### src/rtl/usb_tx_output_clock_gen.sv
// USB TX bit-strobe generator: emits a one-cycle bit_en_TX every BASE_PERIOD clocks, with every
// LONG_EVERY-th bit stretched by one clock (8, 8, 9 -> 12 Mbps from 100 MHz with defaults).
module usb_tx_output_clock_gen #(
   parameter int unsigned BASE_PERIOD = 8,
   parameter int unsigned LONG_EVERY  = 3
) (
   input  logic clk,
   input  logic n_rst,
   input  logic packet_load_complete_TX,
   output logic bit_en_TX
);

   localparam int unsigned CntW = $clog2(BASE_PERIOD + 1);
   localparam int unsigned PhW  = (LONG_EVERY > 1) ? $clog2(LONG_EVERY) : 1;

   localparam logic [CntW-1:0] ShortLast = CntW'(BASE_PERIOD - 1);
   localparam logic [CntW-1:0] LongLast  = CntW'(BASE_PERIOD);
   localparam logic [PhW-1:0]  PhaseLast = PhW'(LONG_EVERY - 1);

   logic [CntW-1:0] cnt_q, cnt_d;
   logic [PhW-1:0]  phase_q, phase_d;
   logic [CntW-1:0] last_cnt;

   always_comb begin
      last_cnt  = (phase_q == PhaseLast) ? LongLast : ShortLast;
      // Gated by enable so a strobe in the cycle enable drops is suppressed.
      bit_en_TX = packet_load_complete_TX & ~n_rst & (cnt_q == last_cnt);
   end

   always_comb begin
      cnt_d   = '0;
      phase_d = '0;
      if (packet_load_complete_TX) begin
         if (bit_en_TX) begin
            cnt_d   = '0;
            phase_d = (phase_q == PhaseLast) ? '0 : phase_q + PhW'(1);
         end else begin
            cnt_d   = cnt_q + CntW'(1);
            phase_d = phase_q;
         end
      end
   end

   always_ff @(posedge clk or posedge n_rst) begin
      if (n_rst) begin
         cnt_q   <= '0;
         phase_q <= '0;
      end else begin
         cnt_q   <= cnt_d;
         phase_q <= phase_d;
      end
   end

endmodule

### config.mk
export PLATFORM = sky130hd
export DESIGN_NAME = usb_tx_output_clock_gen
export DESIGN_NICKNAME = d
export VERILOG_FILES = /design/src/rtl/usb_tx_output_clock_gen.sv
export SDC_FILE = /design/constraint.sdc
export NUM_CORES = 1
export LEC_CHECK = 0
export CAP_MARGIN = 15
export CORE_AREA = 4 4 41 43
export CTS_CLUSTER_DIAMETER = 100
export CTS_CLUSTER_SIZE = 30
export DETAILED_ROUTE_END_ITERATION = 10
export DIE_AREA = 0 0 45 47
export SLEW_MARGIN = 5
export SYNTH_ARGS = -nofsm -noshare
export SYNTH_HDL_FRONTEND = slang
export SYNTH_SLANG_ARGS = --single-unit
### constraint.sdc
create_clock -name clk -period 1.5 [get_ports clk]
set_input_delay 0.3 -clock clk [delete_from_list [all_inputs] [get_ports clk]]
set_output_delay 0.3 -clock clk [all_outputs]
set_load 0.005 [all_outputs]
==> metrics.log, run 1 <==
INFO  metric timing.critical_path.slowest_cell_delay = 380 ps
INFO  metric grt_setup_unrepaired = true
INFO  metric synth_simple_gate_area_share = 0.3208
INFO  metric post_drt_via_cell_ratio = 4.048
INFO  metric gp_congestion = 0.7559
INFO  metric final.setup_skew = 1.946 ps
INFO  metric remaining_drc_errors = 0
INFO  metric portBuffers = 3
INFO  metric synth.net_count = 34
INFO  metric synth.mux.area_fraction = 0.06038
INFO  metric slew-limit-headroom = 0.8535
INFO  metric dp_hpwl = 461.3 µm
INFO  metric syn2layout_area_growth = 48.30%
INFO  metric finalHoldViolCount = 0
INFO  metric critical_path_maximum_fanout = 2
INFO  metric antenna_violations_before_repair = 0
INFO  metric tightest_pin_transition = 217.8 ps
INFO  metric ctsLongestPathBuffers = 2
INFO  metric synth_common_cells = sky130_fd_sc_hd__dfrtp_1, sky130_fd_sc_hd__nand2_1, sky130_fd_sc_hd__and2_1, sky130_fd_sc_hd__mux2i_1, sky130_fd_sc_hd__nor2_1
INFO  metric post_route_cells_drive_above_1_share = 0.4792
INFO  metric worst_slack = -267.4 ps
INFO  metric detailroute.via_count = 255
INFO  metric synth_top_area_cell = sky130_fd_sc_hd__dfrtp_1
INFO  metric timing.hold.worst.class = in -> async
INFO  metric async_sr_flop_fraction = 1.000
INFO  metric synth.top_cell.area_share = 0.4528
INFO  metric critical_path.cell_chain = nor2b_4 > or3_4 > o21ai_4 > and2_1 > buf_2
INFO  metric maxCapViolCount = 0
INFO  metric rows = 13
INFO  metric synthesis.instances = 30
INFO  metric design.core.area = 0.001301 mm²
INFO  metric dieArea = 0.002115 mm²
INFO  metric dieHeight = 47 µm
INFO  metric drt_wl_total = 542 µm
INFO  metric synth_compound_gate_area_share = 0.09057
INFO  metric ant_cells = 0
INFO  metric average_detailed_routed_wire_length_per_instance = 8.603 µm
INFO  metric average_instance_area_after_synthesis = 11.05 µm²
INFO  metric post-route-min-period = 1767 ps
INFO  metric io-pin-count = 4
INFO  metric yosysSeqAreaShare = 0.4528
INFO  metric post-synth-top-count-cell = sky130_fd_sc_hd__dfrtp_1
INFO  metric warnings_from_yosys = 0
INFO  metric cp_top_family = simple AND/OR/NAND/NOR gates
INFO  metric drtPass1Iterations = 2
INFO  metric postSynthRegisterBits = 6
INFO  metric total_leakage_power = 0.2408 nW
INFO  metric fin_nets = 54
INFO  metric postRouteAntennaNets = 0
INFO  metric worst_setup_hold_path_clk_slew = 40 ps
INFO  metric startpoint_type = register
INFO  metric synth_top_family_by_area = simple AND/OR/NAND/NOR gates
INFO  metric cts_root_buf = sky130_fd_sc_hd__clkbuf_4
INFO  metric finalPower = 0.3567 mW
INFO  metric fraction_of_synthesized_cell_area_in_xor_and_xnor_cells = 0.02642
INFO  metric cts-htree-levels = 1
INFO  metric post_synth_fa_ha_maj_area_fraction = 0.03774
INFO  metric yosys-top-cells-area = sky130_fd_sc_hd__dfrtp_1, sky130_fd_sc_hd__mux2i_1, sky130_fd_sc_hd__o21ai_4
INFO  metric detail_route.iter0.violations = 2
INFO  metric nFillCells = 137
INFO  metric ys_dominant_reg_cell = sky130_fd_sc_hd__dfrtp_1
INFO  metric synth_enable_flop_cells = 0
INFO  metric cts_made_buffers = 3
INFO  metric timing_worst_setup_path_type = reg -> out
INFO  metric grt_use_total = 0.07006
INFO  metric violations = setup timing
INFO  metric setup_viol_count_final = 3
INFO  metric total_power_per_unit_cell_area = 725.3 mW/mm²
INFO  metric netlist_area = 331.6 µm²
INFO  metric post_synthesis_cell_type_count = 19
INFO  metric cp.required = 1200 ps
INFO  metric arrival = 1470 ps
INFO  metric floorplan.initialDensity = 0.2548
INFO  metric period_share = 1.178
INFO  metric critical_path_capture_point_type = output pin
INFO  metric vias_in_the_first_global_route = 266
INFO  metric clock_tree_from_tritoncts = done
INFO  metric grt_start_max_net_pins = 7
INFO  metric worst_skew_pair.late_latency = 230 ps
INFO  metric critical_path_buf_inv_count = 1
INFO  metric timing.fmax = 0.5658 GHz
INFO  metric chipWidth = 45 µm
INFO  metric final-max-slew-violation-count = 0
INFO  metric setup-tns-final = -444.3 ps
INFO  metric grt-ovfl-total = 0
INFO  metric run_status = complete, but fails checks
INFO  metric numClockSinks = 6
INFO  metric crit_path_top_delay_cell = sky130_fd_sc_hd__or3_4
INFO  metric grt_first_pass_wirelength = 1000 µm
INFO  metric irDropWorstVdd = 0.0003679 V
-- layer usage --
layer / share of wire / global-route usage / up-vias / wire length [µm]
li1: - / - / 140 / -
met1: 0.50 / 0.08605 / 113 / 270
met2: 0.48 / 0.09322 / 2 / 261
met3: 0.018 / 0.02299 / 0 / 10
met4: 0 / 0.07018 / 0 / 0
met5: 0 / 0 / - / 0
-- state kept, by name, summed over array words and instances (netlist names) --
signal,count
cnt_q,4
phase_q,2
-- metrics by stage --
step / hold slack (ps) / worst slack, ps / instances / util / area [µm²]
3_5_place_dp: 542.8 / -722.3 / 58 / 0.3500 / 455.4
3_3_place_gp: 534.5 / -716.8 / 58 / 0.3500 / 455.4
6_report: 323.9 / -267.4 / 63 / 0.3779 / 491.7
4_1_cts: 321.0 / -332.4 / 63 / 0.3750 / 488.0
5_1_grt: 334.4 / -317.1 / 63 / 0.3779 / 491.7
2_1_floorplan: 90.96 / 59.12 / 30 / - / 331.6
-- worst reg2reg max path, cell delays in order (launching register included) --
cell and delay, ps:
sky130_fd_sc_hd__dfrtp_1 370, sky130_fd_sc_hd__nor2b_4 130, sky130_fd_sc_hd__or3_4 380, sky130_fd_sc_hd__o21ai_4 130
sky130_fd_sc_hd__buf_4 110, sky130_fd_sc_hd__buf_4 90, sky130_fd_sc_hd__buf_4 110, sky130_fd_sc_hd__mux2i_2 200
-- logic make-up (layout without fill, tap and decap cells) --
kind of cell / count (synthesis) / count (layout)
xor gates and xnor gates: 1 / 1
AOI/OAI and AO/OA: 3 / 3
buffers and inverters: 1 / 19
muxes: 2 / 2
and+or+nand+nor: 16 / 16
adders and majority gates: 1 / 1
DFF: 6 / 6
-- report_power, final --
group | leakage, nW | internal [mW] | switching [mW]
Combinational | 0.146 | 0.0270 | 0.0211
Clock | 0.0138 | 0.0897 | 0.0460
Sequential | 0.0813 | 0.169 | 0.00371
-- what timing repair did --
item,4_1_cts,5_1_grt
setup endpoints to repair,1,3
pin swaps,5,4
hold buffers,0,0
setup buffers,2,0
gates resized for setup,4,1
-- final timing paths --
path | slack (ps) | startpoint | endpoint | depth (start not counted)
min | 320 | n_rst | cnt_q[1]$_DFF_PP0_ | 2
max | -270 | phase_q[1]$_DFFE_PP0P_ | bit_en_TX | 5
min in group clk | 540 | cnt_q[0]$_DFF_PP0_ | cnt_q[0]$_DFF_PP0_ | 2
max reg2reg | -100 | phase_q[1]$_DFFE_PP0P_ | phase_q[0]$_DFFE_PP0P_ | 7
min reg2reg | 540 | cnt_q[0]$_DFF_PP0_ | cnt_q[0]$_DFF_PP0_ | 2
max in group asynchronous | 1000 | n_rst | cnt_q[3]$_DFF_PP0_ | 2
-- cells in the final DEF (no fill, tap or decap), drive strengths merged, types with 2 or more instances in the layout --
cell type,count
and2,2
buf,13
clkbuf,3
clkdlybuf4s50,2
dfrtp,6
mux2i,2
nand2,4
nand3,2
nor2,2
o21ai,2
or3b,2
-- cell type report --
class | count | area, µm² | area share
Clock buffer | 3 | 22.52 | 0.04580
Multi-Input combinational cell | 23 | 181.4 | 0.3690
Tap cell | 15 | 18.77 | 0.03817
Timing Repair Buffer | 15 | 115.1 | 0.2341
Sequential cell | 6 | 150.1 | 0.3053
Inverter | 1 | 3.754 | 0.007634
Note: power is estimated with default switching activity, not from simulation.
==> run 2: changes to the inputs <==
--- a/config.mk
+++ b/config.mk
@@ -8,2 +8,4 @@
 export CAP_MARGIN = 15
+export CELL_PAD_IN_SITES_DETAIL_PLACEMENT = 0
+export CELL_PAD_IN_SITES_GLOBAL_PLACEMENT = 1
 export CORE_AREA = 4 4 41 43
@@ -13,2 +15,3 @@
 export DIE_AREA = 0 0 45 47
+export PLACE_DENSITY_LB_ADDON = 0.1
 export SLEW_MARGIN = 5
==> constraint.sdc (replaced) <==
create_clock -name clk -period 1.5 [get_ports clk]
set_input_delay 0.15 -clock clk [delete_from_list [all_inputs] [get_ports clk]]
set_output_delay 0.15 -clock clk [all_outputs]
set_load 0.005 [all_outputs]
==> run 2 against run 1 <==
- the run still ends with setup timing left
- setup slack better by 150 ps
- first-iteration DRC count down 50%
- global-route usage up 2.2 points
- largest power group unchanged
- highest routed layer is now met4
==> metrics.log, run 2 (synthesis gave the netlist of run 1 again) <==
INFO  metric detailroute.via_count = 279 (+9.4%)
INFO  metric met3WireLength = 23 µm (+130%)
INFO  metric worst_skew_pair.late_latency = 260 ps (+30 ps)
INFO  metric timing_worst_setup_path_type = reg -> out
INFO  metric biggestRegsByFlops = cnt_q: 4 flops, phase_q: 2 flops
INFO  metric final_cell_mix = sky130_fd_sc_hd__buf_4, sky130_fd_sc_hd__dfrtp_1, sky130_fd_sc_hd__nand2_1
INFO  metric detail_route.wirelength.met1 = 340 µm (+26%)
INFO  metric tightest_pin_transition = 243.6 ps (+25.83 ps)
INFO  metric setup_viol_count_final = 1 (-2)
INFO  metric grt_start_max_net_pins = 7 (unchanged)
INFO  metric remaining_drc_errors = 0 (unchanged)
INFO  metric finalHoldViolCount = 0 (unchanged)
INFO  metric post_route_cells_drive_above_1_share = 0.4468 (-0.03236)
INFO  metric irDropWorstVdd = 0.0002679 V (-27%)
INFO  metric dpl-instance-area = 462.9 µm² (+1.6%)
INFO  metric dp.cells = 59 (+1.7%)
INFO  metric finish.utilization = 0.3692 (-0.008654)
INFO  metric critical_path_capture_point_type = output pin
INFO  metric gp_congestion = 0.6778 (-10%)
INFO  metric dieHeight = 47 µm (unchanged)
INFO  metric total_power_per_unit_cell_area = 795.7 mW/mm² (+9.7%)
INFO  metric postRouteAntennaNets = 0 (unchanged)
INFO  metric syn2layout_area_growth = 44.91%
INFO  metric arrival = 1470 ps (about the same)
INFO  metric numClockSinks = 6 (unchanged)
INFO  metric cp.required = 1350 ps (+150 ps)
INFO  metric dieArea = 0.002115 mm² (unchanged)
INFO  metric run_status = complete, but fails checks
INFO  metric drt_wl_total = 720 µm (+33%)
INFO  metric cts-htree-levels = 1 (unchanged)
INFO  metric grt_first_pass_wirelength = 1297 µm (+30%)
INFO  metric design.core.area = 0.001301 mm² (unchanged)
INFO  metric io-pin-count = 4 (unchanged)
INFO  metric rows = 13 (unchanged)
INFO  metric worst_setup_hold_path_clk_slew = 60 ps (+20 ps)
INFO  metric floorplan.initialDensity = 0.2548 (unchanged)
INFO  metric slew-limit-headroom = 0.8361 (-0.01738)
INFO  metric worst_r2r_path_depth = 5 (-2)
INFO  metric clock_tree_from_tritoncts = done
INFO  metric grt-ovfl-total = 0 (unchanged)
INFO  metric top_layer_used = met4
INFO  metric final-max-slew-violation-count = 0 (unchanged)
INFO  metric layout_commonest_cell = sky130_fd_sc_hd__buf_4
INFO  metric chipWidth = 45 µm (unchanged)
INFO  metric timing.hold.worst.class = in -> async
INFO  metric final.hold.worst_slack = 180.2 ps (-143.7 ps)
INFO  metric maxCapViolCount = 0 (unchanged)
INFO  metric violations = setup timing
INFO  metric post-route-min-period = 1621 ps (-146.4 ps)
INFO  metric fin_nets = 53 (-1.9%)
INFO  metric cts_made_buffers = 3 (unchanged)
INFO  metric period_share = 1.081 (-0.09757)
INFO  metric detail_route.iter0.violations = 1 (-1)
INFO  metric largest-register = cnt_q
INFO  metric worst_slack = -121.1 ps (+146.4 ps)
INFO  metric fin_cells = 62 (-1.6%)
INFO  metric post_drt_via_cell_ratio = 4.500 (+11%)
INFO  metric critical_path_maximum_fanout = 3 (+1)
INFO  metric nFillCells = 144 (+5.1%)
INFO  metric largest_register_ff_count = 4 (unchanged)
INFO  metric ant_cells = 0 (unchanged)
INFO  metric antenna_violations_before_repair = 0 (unchanged)
INFO  metric finalInstanceArea = 480.5 µm² (-2.3%)
INFO  metric final.setup_skew = 8.653 ps (+6.707 ps)
INFO  metric grt_use_total = 0.09214 (+0.02207)
INFO  metric detailroute.wirelength.met2 = 350 µm (+34%)
INFO  metric timing.fmax = 0.6169 GHz (+9.0%)
INFO  metric grt_setup_unrepaired = true
INFO  metric dp_hpwl = 572.7 µm (+24%)
INFO  metric drtPass1Iterations = 2 (unchanged)
INFO  metric average_detailed_routed_wire_length_per_instance = 11.61 µm (+35%)
INFO  metric startpoint_type = register
INFO  metric portBuffers = 3 (unchanged)
INFO  metric total_leakage_power = 0.2291 nW (-4.8%)
INFO  metric vias_in_the_first_global_route = 315 (+18%)
INFO  metric cts_root_buf = sky130_fd_sc_hd__clkbuf_4
INFO  metric ctsLongestPathBuffers = 2 (unchanged)
-- run 2: changes by cell type in the layout (fill, tap and decap cells not counted) --
cell / previous run / this run
sky130_fd_sc_hd__mux2i_2: 1 / 0
sky130_fd_sc_hd__mux2i_1: 1 / 2
sky130_fd_sc_hd__buf_4: 12 / 11
-- run 2: final timing paths --
check / slack [ps] / from / endpoint
setup / recovery: -120 / phase_q[1]$_DFFE_PP0P_ / bit_en_TX
hold / removal: 180 / n_rst / cnt_q[3]$_DFF_PP0_
setup reg to reg: 120 / phase_q[1]$_DFFE_PP0P_ / phase_q[1]$_DFFE_PP0P_
hold reg to reg: 540 / cnt_q[0]$_DFF_PP0_ / cnt_q[0]$_DFF_PP0_
max in group asynchronous: 1110 / n_rst / cnt_q[1]$_DFF_PP0_
min in group clk: 540 / cnt_q[0]$_DFF_PP0_ / cnt_q[0]$_DFF_PP0_
-- run 2: final cells by class --
class / count / area (µm²) / share of cell area
clock buffers: 3 / 22.52 / 0.04687
inverters: 1 / 3.754 / 0.007812
multi-input cells: 23 / 177.7 / 0.3698
flip-flops and latches: 6 / 150.1 / 0.3125
well taps: 15 / 18.77 / 0.03906
repair buffers: 14 / 107.6 / 0.2240
-- run 2: worst max-delay path, stage by stage, from the launching register on --
cell and delay (ps):
sky130_fd_sc_hd__dfrtp_1 380, sky130_fd_sc_hd__nor2b_4 130, sky130_fd_sc_hd__or3_4 350, sky130_fd_sc_hd__o21ai_4 130, sky130_fd_sc_hd__and2_1 130, sky130_fd_sc_hd__buf_2 100
-- run 2: routing by layer --
metal | global-route usage | vias up
met5 | 0 | -
met4 | 0.08772 | 0
met3 | 0.02299 | 2
li1 | - | 138
met2 | 0.1412 | 2
met1 | 0.1039 | 137
-- run 2: power by group --
| part | switching (mW) | internal [mW] |
|---|---|---|
| clock network | 0.0701 | 0.0913 |
| logic | 0.0214 | 0.0271 |
| registers | 0.00374 | 0.169 |
-- run 2: timing repair --
| action | in CTS | in global routing |
|---|---|---|
| pin swaps | 3 | 2 |
| endpoints found under the setup margin | 1 | 1 |
| hold buffers | 0 | 0 |
| setup buffers | 0 | 0 |
| gates resized for setup | 4 | 0 |
-- run 2: metrics by stage --
step	power, mW	worst slack, ps	TNS [ps]
after detailed placement	0.2247	-454.0	-770.6
final	0.3823	-121.1	-121.1
after global routing	0.3984	-179.7	-179.7
after global placement	0.2233	-471.0	-848.9
after floorplan	0.1970	209.1	0
after CTS	0.3922	-195.8	-195.8
